File: config.mk
export PLATFORM = sky130hd
export DESIGN_NAME = lcd_status_reader
export DESIGN_NICKNAME = d
export VERILOG_FILES = /design/src/rtl/lcd_status_reader.sv
export SDC_FILE = /design/constraint.sdc
export NUM_CORES = 1
export LEC_CHECK = 0
export BUFFER_PORTS_ARGS = -buffer_cell sky130_fd_sc_hd__buf_4
export CAP_MARGIN = 20
export CORE_MARGIN = 5
export CORE_UTILIZATION = 50
export DETAILED_ROUTE_END_ITERATION = 10
export GPL_TIMING_DRIVEN = 0
export PLACE_DENSITY = 0.79
export SKIP_LAST_GASP = 1
export SYNTH_ARGS = -nofsm -noshare
export SYNTH_HDL_FRONTEND = slang
export SYNTH_SLANG_ARGS = --single-unit
File: constraint.sdc
create_clock -name clk -period 2.82 [get_ports clk]
set_clock_uncertainty 0.1 [all_clocks]
set_input_delay 0.423 -clock clk [delete_from_list [all_inputs] [get_ports clk]]
set_output_delay 0.423 -clock clk [all_outputs]
set_load 0.01 [all_outputs]
File: src/rtl/lcd_status_reader.sv
`timescale 1ns/1ps
// lcd_status_reader: read-side controller for an HD44780-style character LCD.
// Runs RW=1 bus cycles (status or DDRAM data), optionally repeating status
// reads until the busy flag clears, and returns the byte on a valid/ready
// handshake. Define LCD_READ_4BIT_EN to read over the upper nibble only
// (two E pulses per byte); the default build reads all 8 bits in one pulse.
//
//   state  | meaning
//   -------+-----------------------------------------------------------
//   IDLE   | bus released, waiting for a request
//   SETUP  | RS/RW driven, E low (address setup)
//   E_HIGH | E high; data bus sampled on the last cycle
//   E_LOW  | E low again, RS/RW held (hold time + cycle time)
//   CHECK  | one cycle: count the read, decide on another poll or respond
//   RESP   | bus released, response held until the consumer accepts it
module lcd_status_reader #(
  parameter int DATA_BITS     = 8,
  parameter int SETUP_CYCLES  = 4,
  parameter int E_HIGH_CYCLES = 25,
  parameter int E_LOW_CYCLES  = 25,
  parameter int MAX_POLLS     = 1000
) (
  input  logic                 clk,
  input  logic                 reset,
  input  logic                 req_valid,
  output logic                 req_ready,
  input  logic                 req_kind,
  input  logic                 req_wait_idle,
  output logic                 rsp_valid,
  input  logic                 rsp_ready,
  output logic [DATA_BITS-1:0] rsp_data,
  output logic                 rsp_busy,
  output logic [6:0]           rsp_addr,
  output logic                 rsp_timeout,
  output logic                 bus_own,
  output logic                 lcd_rs,
  output logic                 lcd_rw,
  output logic                 lcd_e,
  input  logic [DATA_BITS-1:0] lcd_db_i
);

  localparam int MAX_A     = (SETUP_CYCLES > E_HIGH_CYCLES) ? SETUP_CYCLES : E_HIGH_CYCLES;
  localparam int MAX_PHASE = (MAX_A > E_LOW_CYCLES) ? MAX_A : E_LOW_CYCLES;
  localparam int TW        = $clog2(MAX_PHASE) + 1;
  localparam int PW        = $clog2(MAX_POLLS + 1);

  typedef enum logic [2:0] {
    IDLE   = 3'd0,
    SETUP  = 3'd1,
    E_HIGH = 3'd2,
    E_LOW  = 3'd3,
    CHECK  = 3'd4,
    RESP   = 3'd5
  } state_t;

  state_t               state_q, state_nxt;
  logic [TW-1:0]        timer_q, timer_nxt;
  logic [PW-1:0]        poll_q, poll_nxt, poll_inc;
  logic                 kind_q, kind_nxt;
  logic                 wait_q, wait_nxt;
  logic [DATA_BITS-1:0] data_q, data_nxt;
  logic                 timeout_q, timeout_nxt;
  logic                 valid_q, valid_nxt;
  logic                 own_q, own_nxt;
  logic                 rs_q, rs_nxt;
  logic                 rw_q, rw_nxt;
  logic                 e_q, e_nxt;
`ifdef LCD_READ_4BIT_EN
  logic                 nib_q, nib_nxt;
  logic                 unused_db_lo;

  // Low nibble of the bus is not wired in 4-bit mode.
  assign unused_db_lo = ^lcd_db_i[3:0];
`endif

  // Poll count after this read, saturating at the limit.
  assign poll_inc = (poll_q == PW'(MAX_POLLS)) ? poll_q : poll_q + 1'b1;

  // Next-state and next-output logic; every bus pin is registered.
  always_comb begin
    state_nxt   = state_q;
    timer_nxt   = timer_q;
    poll_nxt    = poll_q;
    kind_nxt    = kind_q;
    wait_nxt    = wait_q;
    data_nxt    = data_q;
    timeout_nxt = timeout_q;
    valid_nxt   = valid_q;
    own_nxt     = own_q;
    rs_nxt      = rs_q;
    rw_nxt      = rw_q;
    e_nxt       = e_q;
`ifdef LCD_READ_4BIT_EN
    nib_nxt     = nib_q;
`endif
    case (state_q)
      IDLE: begin
        if (req_valid) begin
          kind_nxt  = req_kind;
          wait_nxt  = req_wait_idle & ~req_kind;
          rs_nxt    = req_kind;
          rw_nxt    = 1'b1;
          own_nxt   = 1'b1;
          poll_nxt  = '0;
          timer_nxt = TW'(SETUP_CYCLES - 1);
          state_nxt = SETUP;
`ifdef LCD_READ_4BIT_EN
          nib_nxt   = 1'b0;
`endif
        end
      end
      SETUP: begin
        if (timer_q == '0) begin
          e_nxt     = 1'b1;
          timer_nxt = TW'(E_HIGH_CYCLES - 1);
          state_nxt = E_HIGH;
        end else begin
          timer_nxt = timer_q - 1'b1;
        end
      end
      E_HIGH: begin
        if (timer_q == '0) begin
`ifdef LCD_READ_4BIT_EN
          if (!nib_q) data_nxt[7:4] = lcd_db_i[7:4];
          else        data_nxt[3:0] = lcd_db_i[7:4];
`else
          data_nxt  = lcd_db_i;
`endif
          e_nxt     = 1'b0;
          timer_nxt = TW'(E_LOW_CYCLES - 1);
          state_nxt = E_LOW;
        end else begin
          timer_nxt = timer_q - 1'b1;
        end
      end
      E_LOW: begin
        if (timer_q == '0) begin
`ifdef LCD_READ_4BIT_EN
          if (!nib_q) begin
            nib_nxt   = 1'b1;
            timer_nxt = TW'(SETUP_CYCLES - 1);
            state_nxt = SETUP;
          end else begin
            nib_nxt   = 1'b0;
            state_nxt = CHECK;
          end
`else
          state_nxt = CHECK;
`endif
        end else begin
          timer_nxt = timer_q - 1'b1;
        end
      end
      CHECK: begin
        poll_nxt = poll_inc;
        if (wait_q && data_q[7] && (poll_inc < PW'(MAX_POLLS))) begin
          timer_nxt = TW'(SETUP_CYCLES - 1);
          state_nxt = SETUP;
        end else begin
          // Reaching here with BF still set while polling means the limit hit.
          timeout_nxt = wait_q & data_q[7];
          valid_nxt   = 1'b1;
          own_nxt     = 1'b0;
          rs_nxt      = 1'b0;
          rw_nxt      = 1'b0;
          state_nxt   = RESP;
        end
      end
      RESP: begin
        if (rsp_ready) begin
          valid_nxt = 1'b0;
          state_nxt = IDLE;
        end
      end
      default: state_nxt = IDLE;
    endcase
  end

  // State and output registers with synchronous active-low reset.
  always_ff @(posedge clk) begin
    if (!reset) begin
      state_q   <= IDLE;
      timer_q   <= '0;
      poll_q    <= '0;
      kind_q    <= 1'b0;
      wait_q    <= 1'b0;
      data_q    <= '0;
      timeout_q <= 1'b0;
      valid_q   <= 1'b0;
      own_q     <= 1'b0;
      rs_q      <= 1'b0;
      rw_q      <= 1'b0;
      e_q       <= 1'b0;
`ifdef LCD_READ_4BIT_EN
      nib_q     <= 1'b0;
`endif
    end else begin
      state_q   <= state_nxt;
      timer_q   <= timer_nxt;
      poll_q    <= poll_nxt;
      kind_q    <= kind_nxt;
      wait_q    <= wait_nxt;
      data_q    <= data_nxt;
      timeout_q <= timeout_nxt;
      valid_q   <= valid_nxt;
      own_q     <= own_nxt;
      rs_q      <= rs_nxt;
      rw_q      <= rw_nxt;
      e_q       <= e_nxt;
`ifdef LCD_READ_4BIT_EN
      nib_q     <= nib_nxt;
`endif
    end
  end

  assign req_ready   = (state_q == IDLE);
  assign rsp_valid   = valid_q;
  assign rsp_data    = data_q;
  assign rsp_busy    = kind_q ? 1'b0 : data_q[7];
  assign rsp_addr    = kind_q ? 7'd0 : data_q[6:0];
  assign rsp_timeout = timeout_q;
  assign bus_own     = own_q;
  assign lcd_rs      = rs_q;
  assign lcd_rw      = rw_q;
  assign lcd_e       = e_q;

endmodule

==> results of run 1 <==
synthesized netlist by cell type (3+ instances only):
cell	number
a21boi_0	3
a21boi_1	10
a21oi_1	11
a31oi_1	8
and2_1	3
and3_1	4
clkbuf_1	8
dfxtp_1	34
ha_1	3
inv_1	9
nand2_1	37
nand3_1	13
nand3b_1	4
nor2_1	13
nor2b_1	14
nor3_1	6
nor3b_1	3
nor4_1	4
o21ai_0	10
worst max-delay path by stage:
| stage | slack [ps] | cells past startpoint | end |
|---|---|---|---|
| after floorplan | 720 | 8 | rsp_data[2] |
| after global placement | 490 | 8 | rsp_data[0] |
| after detailed placement | 430 | 8 | rsp_data[4] |
| after CTS | 420 | 8 | rsp_data[4] |
| after global routing | 280 | 7 | timer_q[5] |
| final | 440 | 8 | rsp_data[4] |
tightest hold or removal path: cells and delay by family:
family	cells	cell delay (ps)
and+or+nand+nor	1	50
AOI/OAI and AO/OA	1	50
buffers and inverters	1	100
kinds of logic after synthesis:
group | share of synthesized area (%)
AO/OA/AOI/OAI | 26.4
adder cells (fa/ha/maj) | 2.37
multiplexers | 0.998
AND/OR/NAND/NOR | 30.8
buffers and inverters | 4.62
XOR/XNOR | 0.874
flip-flops | 33.9
cell type report:
type,instances,area (um2)
multi-input cells,192,1230
flip-flops and latches,34,681
plain buffers,13,58.8
fillers,376,1540
clock buffers,7,76.3
inverters,9,33.8
repair buffers,35,263
well taps,50,62.6
metrics by stage:
stage          util, %  area (um2)
2_1_floorplan        -        2010
3_3_place_gp      59.1        2330
3_5_place_dp      59.1        2330
6_report          61.1        2410
5_1_grt           61.1        2410
4_1_cts           61.1        2410
power by group:
| part | internal (W) | total (W) | switching [W] |
|---|---|---|---|
| logic | 0.000484 | 0.00124 | 0.000755 |
| registers | 0.000581 | 0.000675 | 0.0000949 |
| clock network | 0.000170 | 0.000338 | 0.000168 |
| total | 0.00123 | 0.00225 | 0.00102 |
routing by layer:
metal	wire length, um	up-vias
li1	-	989
met1	2140	916
met2	2570	54
met3	295	7
met4	95	0
met5	0	-
flip-flops by register name (all words and copies together) (netlist names):
signal,count
poll_q,10
lcd_rw,1
state_q,3
kind_q,1
rsp_timeout,1
rsp_data,8
rsp_valid,1
timer_q,6
lcd_e,1
lcd_rs,1
wait_q,1
==> results by group, run 1 <==
Status
  • Status: finished, final reports clean

Global routing
  • Grt met1 use: 24.0%
  • Largest net degree at the start of global routing: 11
  • Initial antenna violation count: 0
  • Met2 usage: 35.0%
  • GR peak layer: met2
  • Vias in the first global route: 1810
  • GRT overflow: 0
  • Global Route met3 Usage: 5.61%
  • First-pass GRT wire length: 8540 um
  • Tot GR Track Use: 20.5%

STA
  • Setup ws final: 441 ps
  • Max-slew violations: 0
  • Max Freq: 0.420 GHz
  • Period utilization: 84.4%
  • Tmin final: 2380 ps
  • RSZ-0062 raised after global routing: false
  • Rel. slew slack: 63.2%
  • Fin. Hold Viols: 0
  • Worst hold margin: 297 ps
  • Least-Margin Pin Slew: 551 ps
  • Final setup viols: 0
  • TNS Setup: 0 ps

Synth
  • Biggest area consumer among synthesized cells: dfxtp_1
  • FF+latch count, synth: 34
  • Count of cell types in the netlist: 58
  • Number of enable flip-flop cells after synthesis: 0
  • Cells after Synth: 248
  • Synth top area cells: dfxtp_1 34%, nand2_1 6.9%, nor2b_1 4.4%
  • Ys Warns: 0
  • Syn_area_per_cell: 8.09 um2
  • Async set-reset flop share out of synthesis: 0%
  • Share of the synthesized area in the top cell type: 33.9%
  • Synth Cell Area: 2010 um2
  • Register area share after synthesis: 33.9%
  • Net count after synthesis: 265
  • Main synth FF type: dfxtp_1

Critical path
  • Worst Path Arrival: 2450 ps
  • Buf/Inv on CP: 1
  • CP startpoint kind: register
  • Slowest library cell on the worst path: or3b_4
  • Crit Path Class: reg2reg
  • CP required: 2890 ps
  • Setup slack, reg-to-reg: 440 ps
  • Crit-path cells: inv_1, ha_1, or3b_4, or3_1, nor3_4, nand2_2, nand2_1, a21boi_1
  • Top Family by Delay on Critical Path: simple AND/OR/NAND/NOR gates
  • CP Max Fanout: 10
  • CP peak stage delay: 430 ps
  • CP endpoint kind: register
  • CP Launch Point: timer_q[0]
  • R2r startpoint: timer_q[0]
  • R2R depth: 8
  • Worst R2R End: rsp_data[4]

Drt
  • Via density: 5.78
  • Per-cell routed wire length: 15.0 um
  • Drt drc: 0
  • Initial DRT Pass Iterations: 4
  • Antenna-violating nets left: 0
  • Routed WL: 5090 um
  • Via count: 1966
  • Initial DRC Count: 127

Run
  • Max-cap violations: 0

Finish
  • Final net count: 307
  • Layout area overhead: 20.0%
  • Most frequent cells in the layout: 37 x nand2_1, 37 x buf_4, 34 x dfxtp_1
  • Ant. Diodes: 0
  • Share of layout cells above drive strength 1: 20.0%
  • Layout Cells excl Fill: 340

Hold path
  • Hold/Removal Path Class: in2reg
  • WHS Endpoint: rsp_data[5]
  • Worst Hold Depth: 3
  • Worst Hold Launch: lcd_db_i[5]

Clocking
  • Clock buffer depth: 2
  • CTS tree: done
  • PostCTS Resize Cnt: 0
  • H-tree depth: 2
  • Total CTS buffers: 5
  • Clock sink count: 34
  • Root Driver: clkbuf_8
  • Later-pin clock latency in the skew report: 290 ps
  • Post-CTS setup buffers: 0
  • Hold-fix buffers, CTS: 0
  • Worst-path clk slew: 70 ps

Die
  • Die Ht: 73.3 um
  • Core area: 3940 um2
  • Die footprint: 5380 um2
  • Die Width: 73.3 um
  • Placement Rows: 23
  • Top Ports: 37
  • Starting Density: 50.9%

Power
  • Tot Pwr: 0.00225 W
  • Leakage Power: 0.933 nW
  • PD cells: 935 nW/um2
  • Max VDD drop: 0.355 mV

Placement
  • Placed insts: 333
  • Post-DP HPWL: 3780 um
  • Dpl ws: 434 ps
  • I/O Buffers: 35
  • Routability Congestion: 0.960
(Power assumes the default switching activity.)
==> inputs of run 2 (changes only) <==
ABC_AREA = 1   (was not set)
clock period = 2.29 ns   (was 2.82 ns; I/O delays follow)
==> run 2 against run 1 <==
Hold slack worse by 68 ps. Sequential cell count stayed put. Highest routed layer unchanged. Count of clock-buffer cells in the layout stayed put. Sequential power is 12% higher. Non-clock buffer count is 4 lower. Critical path type unchanged. Via count is 4.0% lower. Synthesized cell count is 14% higher. Combinational power is 41% lower. Cell area is 4.8% lower. Cell count is 10% higher.
==> results by group, run 2 <==
Die
  • Die footprint: 5060 um2 (was 5380 um2)
  • Placement Rows: 22 (was 23)
  • Starting Density: 51.4% (was 50.9%)
  • Core area: 3630 um2 (was 3940 um2)
  • Top Ports: 37 (unchanged)
  • Die Ht: 71.1 um (was 73.3 um)
  • Die Width: 71.1 um (was 73.3 um)

Critical path
  • Slowest library cell on the worst path: dfxtp_1 (was or3b_4)
  • Worst Path Arrival: 2170 ps (was 2450 ps)
  • Setup slack, reg-to-reg: 210 ps (was 440 ps)
  • R2r startpoint: poll_q[1] (was timer_q[0])
  • CP endpoint kind: register (unchanged)
  • CP required: 2380 ps (was 2890 ps)
  • Crit Path Class: reg2reg (unchanged)
  • Number of cells on the critical path: 11 (was 8)
  • Buf/Inv on CP: 1 (unchanged)
  • CP startpoint kind: register (unchanged)
  • CP peak stage delay: 420 ps (was 430 ps)
  • CP Launch Point: poll_q[1] (was timer_q[0])
  • Top Family by Delay on Critical Path: simple AND/OR/NAND/NOR gates (unchanged)
  • CP Max Fanout: 10 (unchanged)
  • Worst R2R End: timer_q[2] (was rsp_data[4])
  • R2R depth: 11 (was 8)
  • Crit-path cells: ha_1, nand2_2, nor2_2, nand3b_1, nand2_1, nand3_1, o21bai_4, nand2_4, buf_6, a21oi_1, nor2_1 (was inv_1, ha_1, or3b_4, or3_1, nor3_4, nand2_2, nand2_1, a21boi_1)

Clocking
  • Clock buffer depth: 2 (unchanged)
  • Hold-fix buffers, CTS: 0 (unchanged)
  • Root Driver: clkbuf_8 (unchanged)
  • H-tree depth: 2 (unchanged)
  • Later-pin clock latency in the skew report: 290 ps (about the same)
  • Total CTS buffers: 5 (unchanged)
  • Worst-path clk slew: 70 ps (about the same)
  • CTS tree: done (unchanged)
  • Clock sink count: 34 (unchanged)
  • Post-CTS setup buffers: 0 (unchanged)
  • PostCTS Resize Cnt: 0 (unchanged)

Power
  • Tot Pwr: 0.00194 W (was 0.00225 W)
  • PD cells: 848 nW/um2 (was 935 nW/um2)
  • Max VDD drop: 0.645 mV (was 0.355 mV)
  • Leakage Power: 0.983 nW (was 0.933 nW)

STA
  • Rel. slew slack: 66.9% (was 63.2%)
  • Period utilization: 90.8% (was 84.4%)
  • Worst hold margin: 229 ps (was 297 ps)
  • Max-slew violations: 0 (unchanged)
  • Least-Margin Pin Slew: 495 ps (was 551 ps)
  • Final setup viols: 0 (unchanged)
  • Fin. Hold Viols: 0 (unchanged)
  • RSZ-0062 raised after global routing: false (unchanged)
  • Max Freq: 0.481 GHz (was 0.420 GHz)
  • Tmin final: 2080 ps (was 2380 ps)
  • TNS Setup: 0 ps (unchanged)

Synth
  • Register area share after synthesis: 36.4% (was 33.9%)
  • Syn_area_per_cell: 6.61 um2 (was 8.09 um2)
  • Ys Warns: 0 (unchanged)
  • Cells after Synth: 283 (was 248)
  • Synth top area cells: dfxtp_1 36%, nand2_1 13%, a21oi_1 9.1% (was dfxtp_1 34%, nand2_1 6.9%, nor2b_1 4.4%)
  • Number of enable flip-flop cells after synthesis: 0 (unchanged)
  • Async set-reset flop share out of synthesis: 0% (unchanged)
  • Main synth FF type: dfxtp_1 (unchanged)
  • Count of cell types in the netlist: 29 (was 58)
  • Synth Cell Area: 1870 um2 (was 2010 um2)
  • Net count after synthesis: 300 (was 265)
  • FF+latch count, synth: 34 (unchanged)
  • Count leader, synth: nand2_1 (unchanged)
  • Synth top cells by count: 64 x nand2_1, 37 x nor2_1, 36 x inv_1, 34 x a21oi_1, 34 x dfxtp_1 (was 37 x nand2_1, 34 x dfxtp_1, 14 x nor2b_1, 13 x nand3_1, 13 x nor2_1)
  • Biggest area consumer among synthesized cells: dfxtp_1 (unchanged)
  • Share of the synthesized area in the top cell type: 36.4% (was 33.9%)

Global routing
  • First-pass GRT wire length: 7580 um (was 8540 um)
  • Tot GR Track Use: 18.5% (was 20.5%)
  • Largest net degree at the start of global routing: 11 (unchanged)
  • Initial antenna violation count: 0 (unchanged)
  • GRT overflow: 0 (unchanged)
  • Vias in the first global route: 1799 (was 1810)

Hold path
  • Hold/Removal Path Class: in2reg (unchanged)
  • Worst Hold Depth: 3 (unchanged)
  • Worst Hold Launch: req_kind (was lcd_db_i[5])
  • WHS Endpoint: wait_q (was rsp_data[5])

Drt
  • Routed WL: 4350 um (was 5090 um)
  • Via density: 5.03 (was 5.78)
  • Per-cell routed wire length: 11.6 um (was 15.0 um)
  • Met1 wire length: 1960 um (was 2140 um)
  • Antenna-violating nets left: 0 (unchanged)
  • Top sig layer: met4 (unchanged)
  • Metal2 WL: 2160 um (was 2570 um)
  • Via count: 1888 (was 1966)
  • Drt drc: 0 (unchanged)
  • Initial DRT Pass Iterations: 4 (unchanged)
  • DR WL met3: 134 um (was 295 um)
  • Initial DRC Count: 79 (was 127)

Finish
  • Share of layout cells above drive strength 1: 19.0% (was 20.0%)
  • Largest Register: poll_q (unchanged)
  • Final net count: 343 (was 307)
  • Most frequent cells in the layout: 64 x nand2_1, 37 x nor2_1, 37 x buf_4 (was 37 x nand2_1, 37 x buf_4, 34 x dfxtp_1)
  • Most common cell after layout, fill and taps aside: nand2_1
  • Layout Cells excl Fill: 375 (was 340)
  • Max FFs per register: 10 (unchanged)
  • Layout area overhead: 22.6% (was 20.0%)
  • Ant. Diodes: 0 (unchanged)

Placement
  • Routability Congestion: 0.853 (was 0.960)
  • Placed insts: 367 (was 333)
  • I/O Buffers: 36 (was 35)
  • Post-DP HPWL: 3330 um (was 3780 um)

Run
  • Max-cap violations: 0 (unchanged)

Status
  • Status: finished, final reports clean (unchanged)
run 2: cell types whose count changed after synthesis, sizes merged, moves of 12 or more:
cell,before,now
nand2,38,71
nor2,13,41
inv,9,36
a21oi,12,34
nor2b,14,0
a21boi,13,1
run 2: how the worst max path moves through the flow:
| stage | slack, ps | endpoint |
|---|---|---|
| after floorplan | 470 | timer_q[1] |
| after global placement | 250 | timer_q[1] |
| after detailed placement | 230 | timer_q[4] |
| after CTS | 220 | timer_q[4] |
| after global routing | 10 | timer_q[1] |
| final | 210 | timer_q[2] |
run 2: logic make-up (layout without fill, tap and decap cells):
logic type	Yosys count	count (layout)	synth area share [%]
AO/OA/AOI/OAI	55	55	16.3
flip-flops	34	34	36.4
buffers and inverters	45	89	9.91
AND/OR/NAND/NOR	144	144	34.5
adder cells (fa/ha/maj)	3	3	2.01
XOR/XNOR	2	2	0.937
run 2: report_power, final:
part,total (W),internal [W],switching (W)
Combinational,0.000735,0.000295,0.000440
Sequential,0.000755,0.000681,0.0000736
Clock,0.000452,0.000242,0.000210
run 2: metal layers:
layer	vias up	GRT usage (%)
met5	-	0
met4	0	11.3
met3	9	3.13
met2	32	30.5
met1	853	22.2
li1	994	-
run 2: cell type report:
class,instances,area [um2]
Fill cell,355,1340
Multi-Input combinational cell,204,1000
Sequential cell,34,681
Timing Repair Buffer,36,270
Inverter,37,139
Clock buffer,7,86.3
Tap cell,48,60.1
Buffer,8,46.3
Clock inverter,1,5.00
run 2: through the flow:
stage	utilization [%]	setup slack, ps	instance area, um2
after global placement	60.5	251	2200
after detailed placement	60.5	235	2200
after CTS	63.1	223	2290
final	63.1	210	2290
after floorplan	-	466	1870
after global routing	63.1	12.0	2290
run 2: worst register-to-register path, cell delays in order (launching register included):
cell and delay [ps]:
dfxtp_1 420, ha_1 240, nand2_2 110, nor2_2 150, nand3b_1 90, nand2_1 90
nand3_1 120, o21bai_4 230, nand2_4 100, buf_6 160, a21oi_1 120, nor2_1 60
